### config.mk
export PLATFORM = sky130hd
export DESIGN_NAME = sdram_cmd_decode
export DESIGN_NICKNAME = d
export VERILOG_FILES = /design/src/rtl/sdram_cmd_decode_pkg.sv /design/src/rtl/sdram_cmd_decode.sv
export SDC_FILE = /design/constraint.sdc
export NUM_CORES = 1
export LEC_CHECK = 0
export ABC_CLOCK_PERIOD_IN_PS = 3790
export CAP_MARGIN = 10
export CORE_ASPECT_RATIO = 0.9
export CORE_MARGIN = 1
export CORE_UTILIZATION = 40
export CTS_CLUSTER_DIAMETER = 50
export CTS_CLUSTER_SIZE = 8
export DETAILED_ROUTE_END_ITERATION = 8
export PLACE_DENSITY = 0.69
export SLEW_MARGIN = 15
export SYNTH_ARGS = -nofsm -noshare
export SYNTH_HDL_FRONTEND = slang
export SYNTH_SLANG_ARGS = --single-unit
export TNS_END_PERCENT = 1
### constraint.sdc
create_clock -name clk -period 3.79 [get_ports clk]
set_input_delay 0.758 -clock clk [delete_from_list [all_inputs] [get_ports clk]]
set_output_delay 0.758 -clock clk [all_outputs]
set_load 0.02 [all_outputs]
### src/rtl/sdram_cmd_decode_pkg.sv
// Frame-protocol constants shared by the UART command decoder and the SDRAM write/read paths.
// Pure constants; no logic, no latency, no flow control.
package sdram_cmd_decode_pkg;

  localparam logic [7:0] HEAD_DEF        = 8'h55;
  localparam logic [7:0] CMD_WR_DEF      = 8'hAA;
  localparam logic [7:0] CMD_RD_DEF      = 8'hBB;
  localparam int         PAYLOAD_LEN_DEF = 4;
  localparam int         TIMEOUT_END_DEF = 52079;

endpackage

### src/rtl/sdram_cmd_decode.sv
// Decodes UART frames (HEAD, CMD, payload) into SDRAM write-FIFO strobes and read/write triggers.
// Latency: strobes/rd_trig/err 1 cycle after accept, wr_trig 2; no backpressure, one byte per pi_flag rise.
module sdram_cmd_decode
  import sdram_cmd_decode_pkg::*;
#(
  parameter logic [7:0] HEAD        = HEAD_DEF,
  parameter logic [7:0] CMD_WR      = CMD_WR_DEF,
  parameter logic [7:0] CMD_RD      = CMD_RD_DEF,
  parameter int         PAYLOAD_LEN = PAYLOAD_LEN_DEF,
  parameter int         TIMEOUT_END = TIMEOUT_END_DEF
) (
  input  logic       clk,
  input  logic       rst,
  input  logic [7:0] pi_data,
  input  logic       pi_flag,
  output logic       wfifo_wr_en,
  output logic [7:0] wfifo_data,
  output logic       wr_trig,
  output logic       rd_trig,
  output logic       busy,
  output logic       err
);

  typedef enum logic [1:0] {
    S_HEAD = 2'd0,
    S_CMD  = 2'd1,
    S_DATA = 2'd2
  } state_e;

  localparam logic [3:0]  LAST_CNT = 4'(PAYLOAD_LEN - 1);
  localparam logic [15:0] IDLE_END = 16'(TIMEOUT_END);

  state_e      state_q, state_d;
  logic [3:0]  byte_cnt_q, byte_cnt_d;
  logic [15:0] idle_q, idle_d;
  logic        pi_flag_q, pi_flag_d;
  logic        wr_en_q, wr_en_d;
  logic [7:0]  data_q, data_d;
  logic        wr_pend_q, wr_pend_d;
  logic        wr_trig_q, wr_trig_d;
  logic        rd_trig_q, rd_trig_d;
  logic        err_q, err_d;
  logic        accept;
  logic        timeout;

  always_comb begin
    pi_flag_d  = pi_flag;
    accept     = pi_flag & ~pi_flag_q;
    timeout    = (idle_q == IDLE_END);
    state_d    = state_q;
    byte_cnt_d = byte_cnt_q;
    idle_d     = 16'd0;
    wr_en_d    = 1'b0;
    data_d     = data_q;
    wr_pend_d  = 1'b0;
    wr_trig_d  = wr_pend_q;
    rd_trig_d  = 1'b0;
    err_d      = 1'b0;

    case (state_q)
      S_HEAD: begin
        if (accept && pi_data == HEAD) state_d = S_CMD;
      end

      S_CMD: begin
        idle_d = idle_q + 16'd1;
        if (accept) begin
          idle_d = 16'd0;
          if (pi_data == CMD_WR) begin
            byte_cnt_d = 4'd0;
            state_d    = S_DATA;
          end else begin
            state_d = S_HEAD;
            if (pi_data == CMD_RD) rd_trig_d = 1'b1;
            else                   err_d     = 1'b1;
          end
        end else if (timeout) begin
          idle_d     = 16'd0;
          byte_cnt_d = 4'd0;
          err_d      = 1'b1;
          state_d    = S_HEAD;
        end
      end

      S_DATA: begin
        idle_d = idle_q + 16'd1;
        // Any byte here is payload, even HEAD/CMD values: no resync mid-frame.
        if (accept) begin
          idle_d     = 16'd0;
          wr_en_d    = 1'b1;
          data_d     = pi_data;
          byte_cnt_d = byte_cnt_q + 4'd1;
          if (byte_cnt_q == LAST_CNT) begin
            wr_pend_d  = 1'b1;
            byte_cnt_d = 4'd0;
            state_d    = S_HEAD;
          end
        end else if (timeout) begin
          idle_d     = 16'd0;
          byte_cnt_d = 4'd0;
          err_d      = 1'b1;
          state_d    = S_HEAD;
        end
      end

      default: state_d = S_HEAD;
    endcase
  end

  always_ff @(posedge clk) begin
    if (rst) begin
      state_q    <= S_HEAD;
      byte_cnt_q <= 4'd0;
      idle_q     <= 16'd0;
      pi_flag_q  <= 1'b0;
      wr_en_q    <= 1'b0;
      data_q     <= 8'h00;
      wr_pend_q  <= 1'b0;
      wr_trig_q  <= 1'b0;
      rd_trig_q  <= 1'b0;
      err_q      <= 1'b0;
    end else begin
      state_q    <= state_d;
      byte_cnt_q <= byte_cnt_d;
      idle_q     <= idle_d;
      pi_flag_q  <= pi_flag_d;
      wr_en_q    <= wr_en_d;
      data_q     <= data_d;
      wr_pend_q  <= wr_pend_d;
      wr_trig_q  <= wr_trig_d;
      rd_trig_q  <= rd_trig_d;
      err_q      <= err_d;
    end
  end

  assign wfifo_wr_en = wr_en_q;
  assign wfifo_data  = data_q;
  assign wr_trig     = wr_trig_q;
  assign rd_trig     = rd_trig_q;
  assign err         = err_q;
  assign busy        = (state_q != S_HEAD);

endmodule
==> results.md, run 1 <==
* Max_slew headroom at 0.635
* Status: finished, final reports clean
* Max VDD drop at 0.171 mV
* Cell Pwr Density at 337 nW/um2
* Clock buffer count from CTS at 5
* First-pass GRT wire length at ~6000 um
* Antenna viol nets, final at 0
* Syn avg cell area at 8.67 um2
* Die extent in y at 63.5 um
* Congestion Overflow GR at 0
* Max Fclk at around 0.41 GHz
* Share of cells above drive strength 1 at 0.0814
* Post-CTS setup buffers at 0
* Total wire length at 3450 um
* Initial antenna violation count at 0
* Root buf cell: clkbuf_8
* Fin Clk Skew at 0.00341 ns
* Ports at 24
* Htree depth at 2
* Placement row count at 21
* Largest net degree at the start of global routing at 20
* Seq cells post-synth at 36
* Worst Path Max Fanout at 4
* Vias in the first global route at 1,353
* DRC viols at 0
* Final min period at 2.41 ns
* Cts repair resizes at 0
* Post-DP HPWL at 2560 um
* Setup Viol. Count Final at 0
* Net Sw Power at 146 uW
* Number of diodes at 0
* Total GRT Usage at 0.174
* Period utilisation layout at 0.636
* Post-synthesis sequential area ratio at 0.429
* Register area at approximately 700 um2
* Clock Sinks at 36
* CP Launch Point: state_q[0]$_SDFFE_PP0P_
* Synth warn at 0
* Top_reg_cell synth: dfxtp_1
* Post-synth cell types at between 40 and 50
* Crit Reg-Reg Startpoint: state_q[0]$_SDFFE_PP0P_
* Initial Utilization at 0.435
* First-pass iteration count of the detailed router at 4
* Worst Tran Pin Value at 0.538 ns
* Clock share of power at 0.404
* Sequential Power Share at 0.551
* Setup CP Type: reg2out
* Post-synth top cells: dfxtp_1, nand2_1, nor2_1
* Post-Syn Instances at around 190
* Final Max Tran Viols at 0
* CP required at 3.03 ns
* Logic gate share of total power at 0.045
* GP Congestion at slightly above 0.9
* Clk buf depth at 2
* Starting DRT DRC Count at 75
* Syn-to-layout area delta at 21.6%
* Synth top area share at 0.429
* Core ar. at 3860 um2
* Hold WC Path Type: reg2reg
* Multi-input combinational cell area at 908 um2
* Via density per instance at 5.43
* Worst endpoint data arrival time at approximately 1.7 ns
* Count of max-cap constraint violations at 0
* Internal at 542 uW
* Die span in x at 70.3 um
* # hold bufs at CTS at 0
* Reg clk slew, reported paths at 0.07 ns
* Vias post-DR at 1,449
* Unrepaired setup endpoints after global routing: false
* EDFF count, synth at 0
* Hold wc startpoint: wr_pend_q$_SDFF_PP0_
* Port Buf Inserts at 23
* Pleak at 0.000656 uW
* Sw Share at 0.213
* Most common cell in the netlist: dfxtp_1
* Total power at 688 uW
* Post-synth ARST share at 0
* Crit end category: primary output
* Final Hold Vio Count at 0
* Synthesized area at 1680 um2
* Synth Net Count at approximately 210
* Fillers at 384
* Die area at 4470 um2
* Layout Nets at 237
* Setup TNS at 0 ns
* Synth top area cells: dfxtp_1, nand2_1, a21oi_1, ha_1, nor2_1
* TritonCTS clock tree: built
* Type of origin of the critical path: register
* Synth area leader: dfxtp_1
* Wire per inst at 12.9 um
* Worst-Skew Late Latency at 0.28 ns
==> sequential cells by signal, summed over array words and instances, names as in the netlist <==
signal and cells:
pi_flag_q 1, wr_pend_q 1, err 1, wfifo_wr_en 1, rd_trig 1, wr_trig 1
idle_q 16, state_q 2, wfifo_data 8, byte_cnt_q 4
==> routing by layer <==
layer | track usage | vias to the layer above | routed length [um]
li1 | - | 737 | -
met1 | 0.248 | 673 | 1780
met2 | 0.245 | 34 | 1420
met3 | 0.0496 | 5 | 194
met5 | 0 | - | 0
met4 | 0.0675 | 0 | 51
==> cells by family (layout without fill, tap and decap cells) <==
group / after synthesis / after routing / share of synthesized area
fa+ha+maj: 6 / 6 / 0.0446
buf+inv: 13 / 40 / 0.0312
xor+xnor: 10 / 10 / 0.0521
flops: 36 / 36 / 0.429
simple gates: 96 / 96 / 0.308
compound gates: 33 / 33 / 0.135
==> power by group through the flow <==
stage	registers [uW]	clock network (uW)	logic [uW]
2_1_floorplan	388	0	12.9
3_3_place_gp	388	0	30.5
3_5_place_dp	388	0	30.5
4_1_cts	379	286	30.7
5_1_grt	379	308	33.4
6_report	379	278	30.8
==> through the flow <==
step                cell area, um2  worst slack [ns]  hold WS [ns]  instances   util
floorplan                     1680              1.85         0.414        194      -
global route                  2040              1.30         0.471        267  0.529
finish                        2040              1.38         0.449        267  0.529
global placement              1950              1.27         0.424        259  0.506
detailed placement            1950              1.22         0.438        259  0.506
CTS                           2040              1.36         0.455        267  0.529
==> cell usage in the layout (no fill, tap or decap), types with 2 or more instances in the layout <==
cell	n
dfxtp_1	36
nand2_1	25
clkdlybuf4s50_1	23
nor2_1	20
a21oi_1	15
inv_1	8
xnor2_1	8
nor3_1	7
nand3_1	6
ha_1	6
clkbuf_8	6
nor2b_1	5
o31ai_1	5
nand2b_1	4
o32ai_1	3
and4_1	2
or2_2	2
or3b_2	2
nand4_1	2
and3_1	2
or4_1	2
o21ai_0	2
nor4_1	2
xor2_1	2
and2_1	2
a211oi_1	2
clkbuf_1	2
==> final timing paths <==
path	end	slack [ns]	cells after the start
setup / recovery	busy	1.38	4
hold / removal	wr_trig$_SDFF_PP0_	0.45	1
setup reg to reg	byte_cnt_q[0]$_SDFFE_PP0P_	1.93	6
hold reg to reg	wr_trig$_SDFF_PP0_	0.45	1
==> critical path, cell delays in order, from the launching register on <==
cell and delay (ns):
dfxtp_1 0.36, inv_1 0.09, ha_1 0.25, inv_1 0.07, clkdlybuf4s50_1 0.59
==> final cells by class <==
| type | instances | area share |
|---|---|---|
| multi-input combinational | 145 | 0.444 |
| tap | 46 | 0.0282 |
| timing repair buffer | 24 | 0.116 |
| clock buffer | 8 | 0.0441 |
| inverter | 8 | 0.0147 |
| sequential | 36 | 0.353 |
Note: power is estimated with default switching activity, not from simulation.
==> run 2: changes to the inputs <==
--- a/config.mk
+++ b/config.mk
@@ -5,7 +5,7 @@
 export SDC_FILE = /design/constraint.sdc
 export NUM_CORES = 1
 export LEC_CHECK = 0
-export ABC_CLOCK_PERIOD_IN_PS = 3790
+export ABC_CLOCK_PERIOD_IN_PS = 1950
 export CAP_MARGIN = 10
 export CORE_ASPECT_RATIO = 0.9
 export CORE_MARGIN = 1
@@ -13,7 +13,7 @@
 export CTS_CLUSTER_DIAMETER = 50
 export CTS_CLUSTER_SIZE = 8
 export DETAILED_ROUTE_END_ITERATION = 8
-export PLACE_DENSITY = 0.69
+export PLACE_DENSITY = 0.71
 export SLEW_MARGIN = 15
 export SYNTH_ARGS = -nofsm -noshare
 export SYNTH_HDL_FRONTEND = slang
==> constraint.sdc (replaced) <==
create_clock -name clk -period 1.95 [get_ports clk]
set_input_delay 0.39 -clock clk [delete_from_list [all_inputs] [get_ports clk]]
set_output_delay 0.39 -clock clk [all_outputs]
set_load 0.02 [all_outputs]
==> run 2 against run 1 <==
Effect of this change: sequential power increased by 94%; cell area increased by 7.1%; setup slack got worse by 1.2 ns; clock power increased to 2.6 times the previous value; global-route usage increased by 0.33 points; power increased by 120%; via count increased by 2.5%; clock skew increased by 0.0050 ns; largest cell class unchanged; largest power group unchanged; highest routed layer unchanged.
==> results.md, run 2 (synthesis gave the netlist of run 1 again) <==
* Final instance area at 2190 um2
* Final min period at 1.82 ns
* Antenna viol nets, final at 0
* Wire per inst at 12.9 um
* Total power at 1520 uW
* Post-DP HPWL at 2640 um
* First-pass GRT wire length at between 6000 and 7000 um
* Ports at 24
* Setup TNS at 0 ns
* Setup Viol. Count Final at 0
* Final Hold Vio Count at 0
* Htree depth at 2
* # hold bufs at CTS at 0
* Share of cells above drive strength 1 at 0.141
* Clock Sinks at 36
* GP Congestion at 0.817
* Reg clk slew, reported paths at 0.07 ns
* Cell Pwr Density at roughly 700 nW/um2
* Setup CP Type: in2reg
* Max reg flops at 16
* DP Worst Slack at -0.152 ns
* Sw Share at 0.194
* Hold WC Path Type: reg2reg
* Die span in x at 70.3 um
* Type of origin of the critical path: primary input
* Critical path's top delay family: compound AO/OA/AOI/OAI gates
* Slowest-stage cell, CP: clkdlybuf4s50_1
* Via density per instance at 5.30
* Worst setup path end: state_q[1]$_SDFFE_PP0P_
* Clock buffer count from CTS at 5
* Number of diodes at 0
* CP Launch Point: pi_data[3]
* Total wire length at between 3000 and 4000 um
* Vias in the first global route at 1,391
* Max VDD drop at 0.402 mV
* Crit end category: register
* Core ar. at around 3900 um2
* Count of max-cap constraint violations at 0
* Starting DRT DRC Count at 106
* Crit Reg-Reg Startpoint: byte_cnt_q[0]$_SDFFE_PP0P_
* Initial Utilization at 0.435
* Unrepaired setup endpoints after global routing: false
* Crit path depth at 5
* CP Cell Sequence: clkdlybuf4s50_1 > or2_2 > o41a_1 > a211oi_1 > a221oi_1
* Internal at 1230 uW
* Fin Clk Skew at 0.00845 ns
* Placement row count at 21
* Worst Tran Pin Value at 0.415 ns
* Logic gate share of total power at 0.047
* Die area at 4470 um2
* Vias post-DR at about 1,500
* Net Sw Power at 296 uW
* Most common cell after layout, fill and taps aside: dfxtp_1
* Initial antenna violation count at 0
* Die extent in y at 63.5 um
* Pleak at ~0.00075 uW
* Worst Path Max Fanout at 3
* Clk buf depth at 2
* Max_slew headroom at 0.724
* TritonCTS clock tree: built
* DRC viols at 0
* Cts repair resizes at 1
* Most frequent cells in the layout: dfxtp_1, nand2_1, clkdlybuf4s50_1
* CP required at 2.12 ns
* Port Buf Inserts at 23
* Root buf cell: clkbuf_8
* Total GRT Usage at 0.178
* Worst endpoint data arrival time at 1.98 ns
* Max incr delay on CP at 0.44 ns
* Worst-Skew Late Latency at between 0.2 and 0.3 ns
* Period utilisation layout at 0.932
* R2R Setup Slk at 0.21 ns
* R2R Path End: state_q[1]$_SDFFE_PP0P_
* Syn-to-layout area delta at 30.2%
* Clock share of power at 0.469
* Reg2reg path depth at 6
* Final Max Tran Viols at 0
* Final WS setup at 0.132 ns
* Largest net degree at the start of global routing at 20
* Status: finished, final reports clean
* Top reg by flops: idle_q
* Post-CTS setup buffers at 0
* CP Buf/Inv Count at 1
* Fillers at 343
* Area post-placement at approximately 2100 um2
* Layout Nets at 250
* Sequential Power Share at 0.484
* Congestion Overflow GR at 0
* First-pass iteration count of the detailed router at 8
* Max Fclk at 0.550 GHz
==> run 2: changes by cell type in the layout (fill, tap and decap cells not counted), sizes merged <==
| cell | before | now |
|---|---|---|
| dlygate4sd2 | 0 | 1 |
| buf | 1 | 14 |
| bufinv | 0 | 1 |
| clkdlybuf4s50 | 23 | 22 |
| clkbuf | 8 | 7 |
==> run 2: stage by stage <==
step	cells	util	hold WS [ns]
after floorplan	194	-	0.414
after global placement	272	0.535	0.429
after detailed placement	272	0.535	0.429
after CTS	280	0.567	0.446
after global routing	280	0.567	0.478
final	280	0.567	0.444
==> run 2: final cells by class <==
cell class | instances | area, um2 | share of cell area
Clock buffer | 7 | 96.3 | 0.0440
Clock inverter | 1 | 30.0 | 0.0137
Inverter | 8 | 30.0 | 0.0137
Multi-Input combinational cell | 145 | 908 | 0.415
Sequential cell | 36 | 721 | 0.329
Tap cell | 46 | 57.6 | 0.0263
Timing Repair Buffer | 37 | 347 | 0.158
==> run 2: worst min-delay path by stage <==
| stage | slack [ns] | depth (start not counted) | start | endpoint |
|---|---|---|---|---|
| 6_report | 0.44 | 1 | wr_pend_q$_SDFF_PP0_ | wr_trig$_SDFF_PP0_ |
| 5_1_grt | 0.48 | 1 | wr_pend_q$_SDFF_PP0_ | wr_trig$_SDFF_PP0_ |
| 4_1_cts | 0.45 | 1 | wr_pend_q$_SDFF_PP0_ | wr_trig$_SDFF_PP0_ |
| 3_5_place_dp | 0.43 | 1 | wr_pend_q$_SDFF_PP0_ | wr_trig$_SDFF_PP0_ |
| 3_3_place_gp | 0.43 | 1 | wr_pend_q$_SDFF_PP0_ | wr_trig$_SDFF_PP0_ |
| 2_1_floorplan | 0.41 | 1 | wr_pend_q$_SDFF_PP0_ | wr_trig$_SDFF_PP0_ |
==> run 2: power groups by stage <==
stage          Sequential [uW]  Combinational (uW)  Clock [uW]
6_report                   737                71.8         714
3_3_place_gp               754                71.9           0
3_5_place_dp               754                71.8           0
5_1_grt                    737                77.5         770
2_1_floorplan              754                25.0           0
4_1_cts                    737                71.8         730
==> run 2: worst register-to-register path: cells and delay by family (launching register included) <==
| family | cells | cell delay [ns] |
|---|---|---|
| and+or+nand+nor | 2 | 0.58 |
| buffers and inverters | 1 | 0.13 |
| DFF | 1 | 0.37 |
| adders and majority gates | 1 | 0.20 |
| AOI/OAI and AO/OA | 2 | 0.37 |
==> run 2: metal layers <==
layer / share of wire / global-route usage / vias up
met4: 0.012 / 0.0800 / 0
li1: - / - / 764
met2: 0.44 / 0.258 / 27
met5: 0 / 0 / -
met1: 0.51 / 0.237 / 689
met3: 0.032 / 0.0576 / 5
==> run 3: changes to the inputs <==
--- a/config.mk
+++ b/config.mk
@@ -9,11 +9,11 @@
 export CAP_MARGIN = 10
 export CORE_ASPECT_RATIO = 0.9
 export CORE_MARGIN = 1
-export CORE_UTILIZATION = 40
+export CORE_UTILIZATION = 48
 export CTS_CLUSTER_DIAMETER = 50
 export CTS_CLUSTER_SIZE = 8
 export DETAILED_ROUTE_END_ITERATION = 8
-export PLACE_DENSITY = 0.71
+export PLACE_DENSITY = 0.81
 export SLEW_MARGIN = 15
 export SYNTH_ARGS = -nofsm -noshare
 export SYNTH_HDL_FRONTEND = slang
==> run 3 against run 2 <==
Effect of this change: register-to-register slack worse by 0.04 ns; via count is 1.0% lower; core utilization is 7.1 points higher; wire length is 3.4% lower; largest cell class unchanged.
==> results.md, run 3 (synthesis gave the netlist of run 1 again) <==
* Die area at 3740 um2
* Port Buf Inserts at 23
* Crit end category: register
* Fin Clk Skew at about 0.0064 ns
* Most common cell after layout, fill and taps aside: dfxtp_1
* Final Hold Vio Count at 0
* Vias in the first global route at around 1,300
* Syn-to-layout area delta at 27.2%
* Max VDD drop at 0.429 mV
* DP Worst Slack at -0.183 ns
* Total GRT Usage at 0.202
* Setup TNS at 0 ns
* DRC viols at 0
* Worst-Skew Late Latency at 0.29 ns
* Placement row count at 20
* Dpl cells at between 200 and 300
* DR top layer: met4
* Antenna viol nets, final at 0
* Die span in x at 64.4 um
* Fillers at about 280
* Final Util at 0.638
* Number of diodes at 0
* Met3 wire len at 151 um
* Final min period at 1.85 ns
* Root buf cell: clkbuf_8
* TritonCTS clock tree: built
* M1 WL at approximately 1600 um
* Clock Sinks at 36
* GP Congestion at a little over 0.8
* Vias post-DR at approximately 1,500
* Initial Utilization at 0.501
* Max Fclk at 0.541 GHz
* Count of max-cap constraint violations at 0
* Top reg by flops: idle_q
* Post-CTS setup buffers at 0
* Max reg flops at 16
* Layout Nets at 246
* Share of cells above drive strength 1 at 0.122
* Cell Count, Final, Fillers Out at 274
* Unrepaired setup endpoints after global routing: false
* CP Cell Sequence: clkdlybuf4s50_1 > or2_2 > nor4_1 > o21ai_0 > a221oi_1
* Worst Path Max Fanout at 3
* Worst endpoint data arrival time at 2.04 ns
* Final WS setup at 0.103 ns
* CP required at 2.15 ns
* First-pass GRT wire length at between 5000 and 6000 um
* Worst Tran Pin Value at 0.415 ns
* Congestion Overflow GR at 0
* Starting DRT DRC Count at 85
* Setup CP Type: in2reg
* Pleak at 0.000719 uW
* Hold WC Path Type: reg2reg
* Ports at 24
* Period utilisation layout at 0.947
* Htree depth at 2
* Total wire length at between 3000 and 4000 um
* Metal2 WL at 1620 um
* Setup Viol. Count Final at 0
* Final Max Tran Viols at 0
* Max_slew headroom at 0.721
* First-pass iteration count of the detailed router at 4
* Max incr delay on CP at 0.43 ns
* Post-DP HPWL at 2520 um
* Clock buffer count from CTS at 5
* Status: finished, final reports clean
* Cell Pwr Density at ~680 nW/um2
* Slowest-stage cell, CP: clkdlybuf4s50_1
* Largest net degree at the start of global routing at 25
* Die extent in y at 58.2 um
* Initial antenna violation count at 0
* Via density per instance at approximately 5.4
* Wire per inst at 12.7 um
* Most frequent cells in the layout: dfxtp_1, nand2_1, clkdlybuf4s50_1
* Reg clk slew, reported paths at 0.07 ns
* Clk buf depth at 2
* Core ar. at 3350 um2
* Type of origin of the critical path: primary input
run 3: cell types whose count changed in the layout (fill, tap and decap cells not counted), sizes merged:
cell	before	now
buf	14	10
clkbuf	7	6
clkinv	0	1
run 3: power by group:
| part | switching [uW] | internal, uW |
|---|---|---|
| logic | 30.8 | 36.8 |
| registers | 0.838 | 736 |
| clock network | 260 | 379 |
| total | 292 | 1150 |
run 3: area by class of cell:
type | instances | area [um2] | area share
repair buffers | 33 | 317 | 0.148
clock buffers | 6 | 72.6 | 0.0339
clock inverters | 2 | 35.0 | 0.0164
flip-flops and latches | 36 | 721 | 0.337
multi-input cells | 145 | 908 | 0.425
well taps | 44 | 55.1 | 0.0257
inverters | 8 | 30.0 | 0.0140
run 3: per-stage QoR:
step                      power [uW]  instance area, um2  hold slack [ns]
after global placement           821                2030            0.419
final                           1440                2140            0.440
after global routing            1500                2140            0.456
after floorplan                  779                1680            0.414
after CTS                       1450                2140            0.449
after detailed placement         821                2030            0.434
run 3: critical path, delay by kind of cell:
family / cells / cell delay [ns]
AND/OR/NAND/NOR: 2 / 0.73
AO/OA/AOI/OAI: 2 / 0.49
buffers and inverters: 1 / 0.43
run 3: metal layers:
layer | vias up | global-route usage
met5 | - | 0
met4 | 0 | 0.0984
met3 | 8 | 0.0492
met2 | 34 | 0.325
met1 | 677 | 0.255
li1 | 751 | -
run 3: worst paths after layout:
path | from | end | slack (ns) | cells after the start
worst min register to register | wr_pend_q$_SDFF_PP0_ | wr_trig$_SDFF_PP0_ | 0.44 | 1
worst max register to register | byte_cnt_q[0]$_SDFFE_PP0P_ | state_q[1]$_SDFFE_PP0P_ | 0.17 | 5
worst max-delay path | pi_data[3] | state_q[1]$_SDFFE_PP0P_ | 0.10 | 5
worst min-delay path | wr_pend_q$_SDFF_PP0_ | wr_trig$_SDFF_PP0_ | 0.44 | 1
run 3: repair_timing:
item / CTS / global route
endpoints found under the setup margin: 1 / 0
hold buffers: 0 / 0
resized for setup: 1 / 0
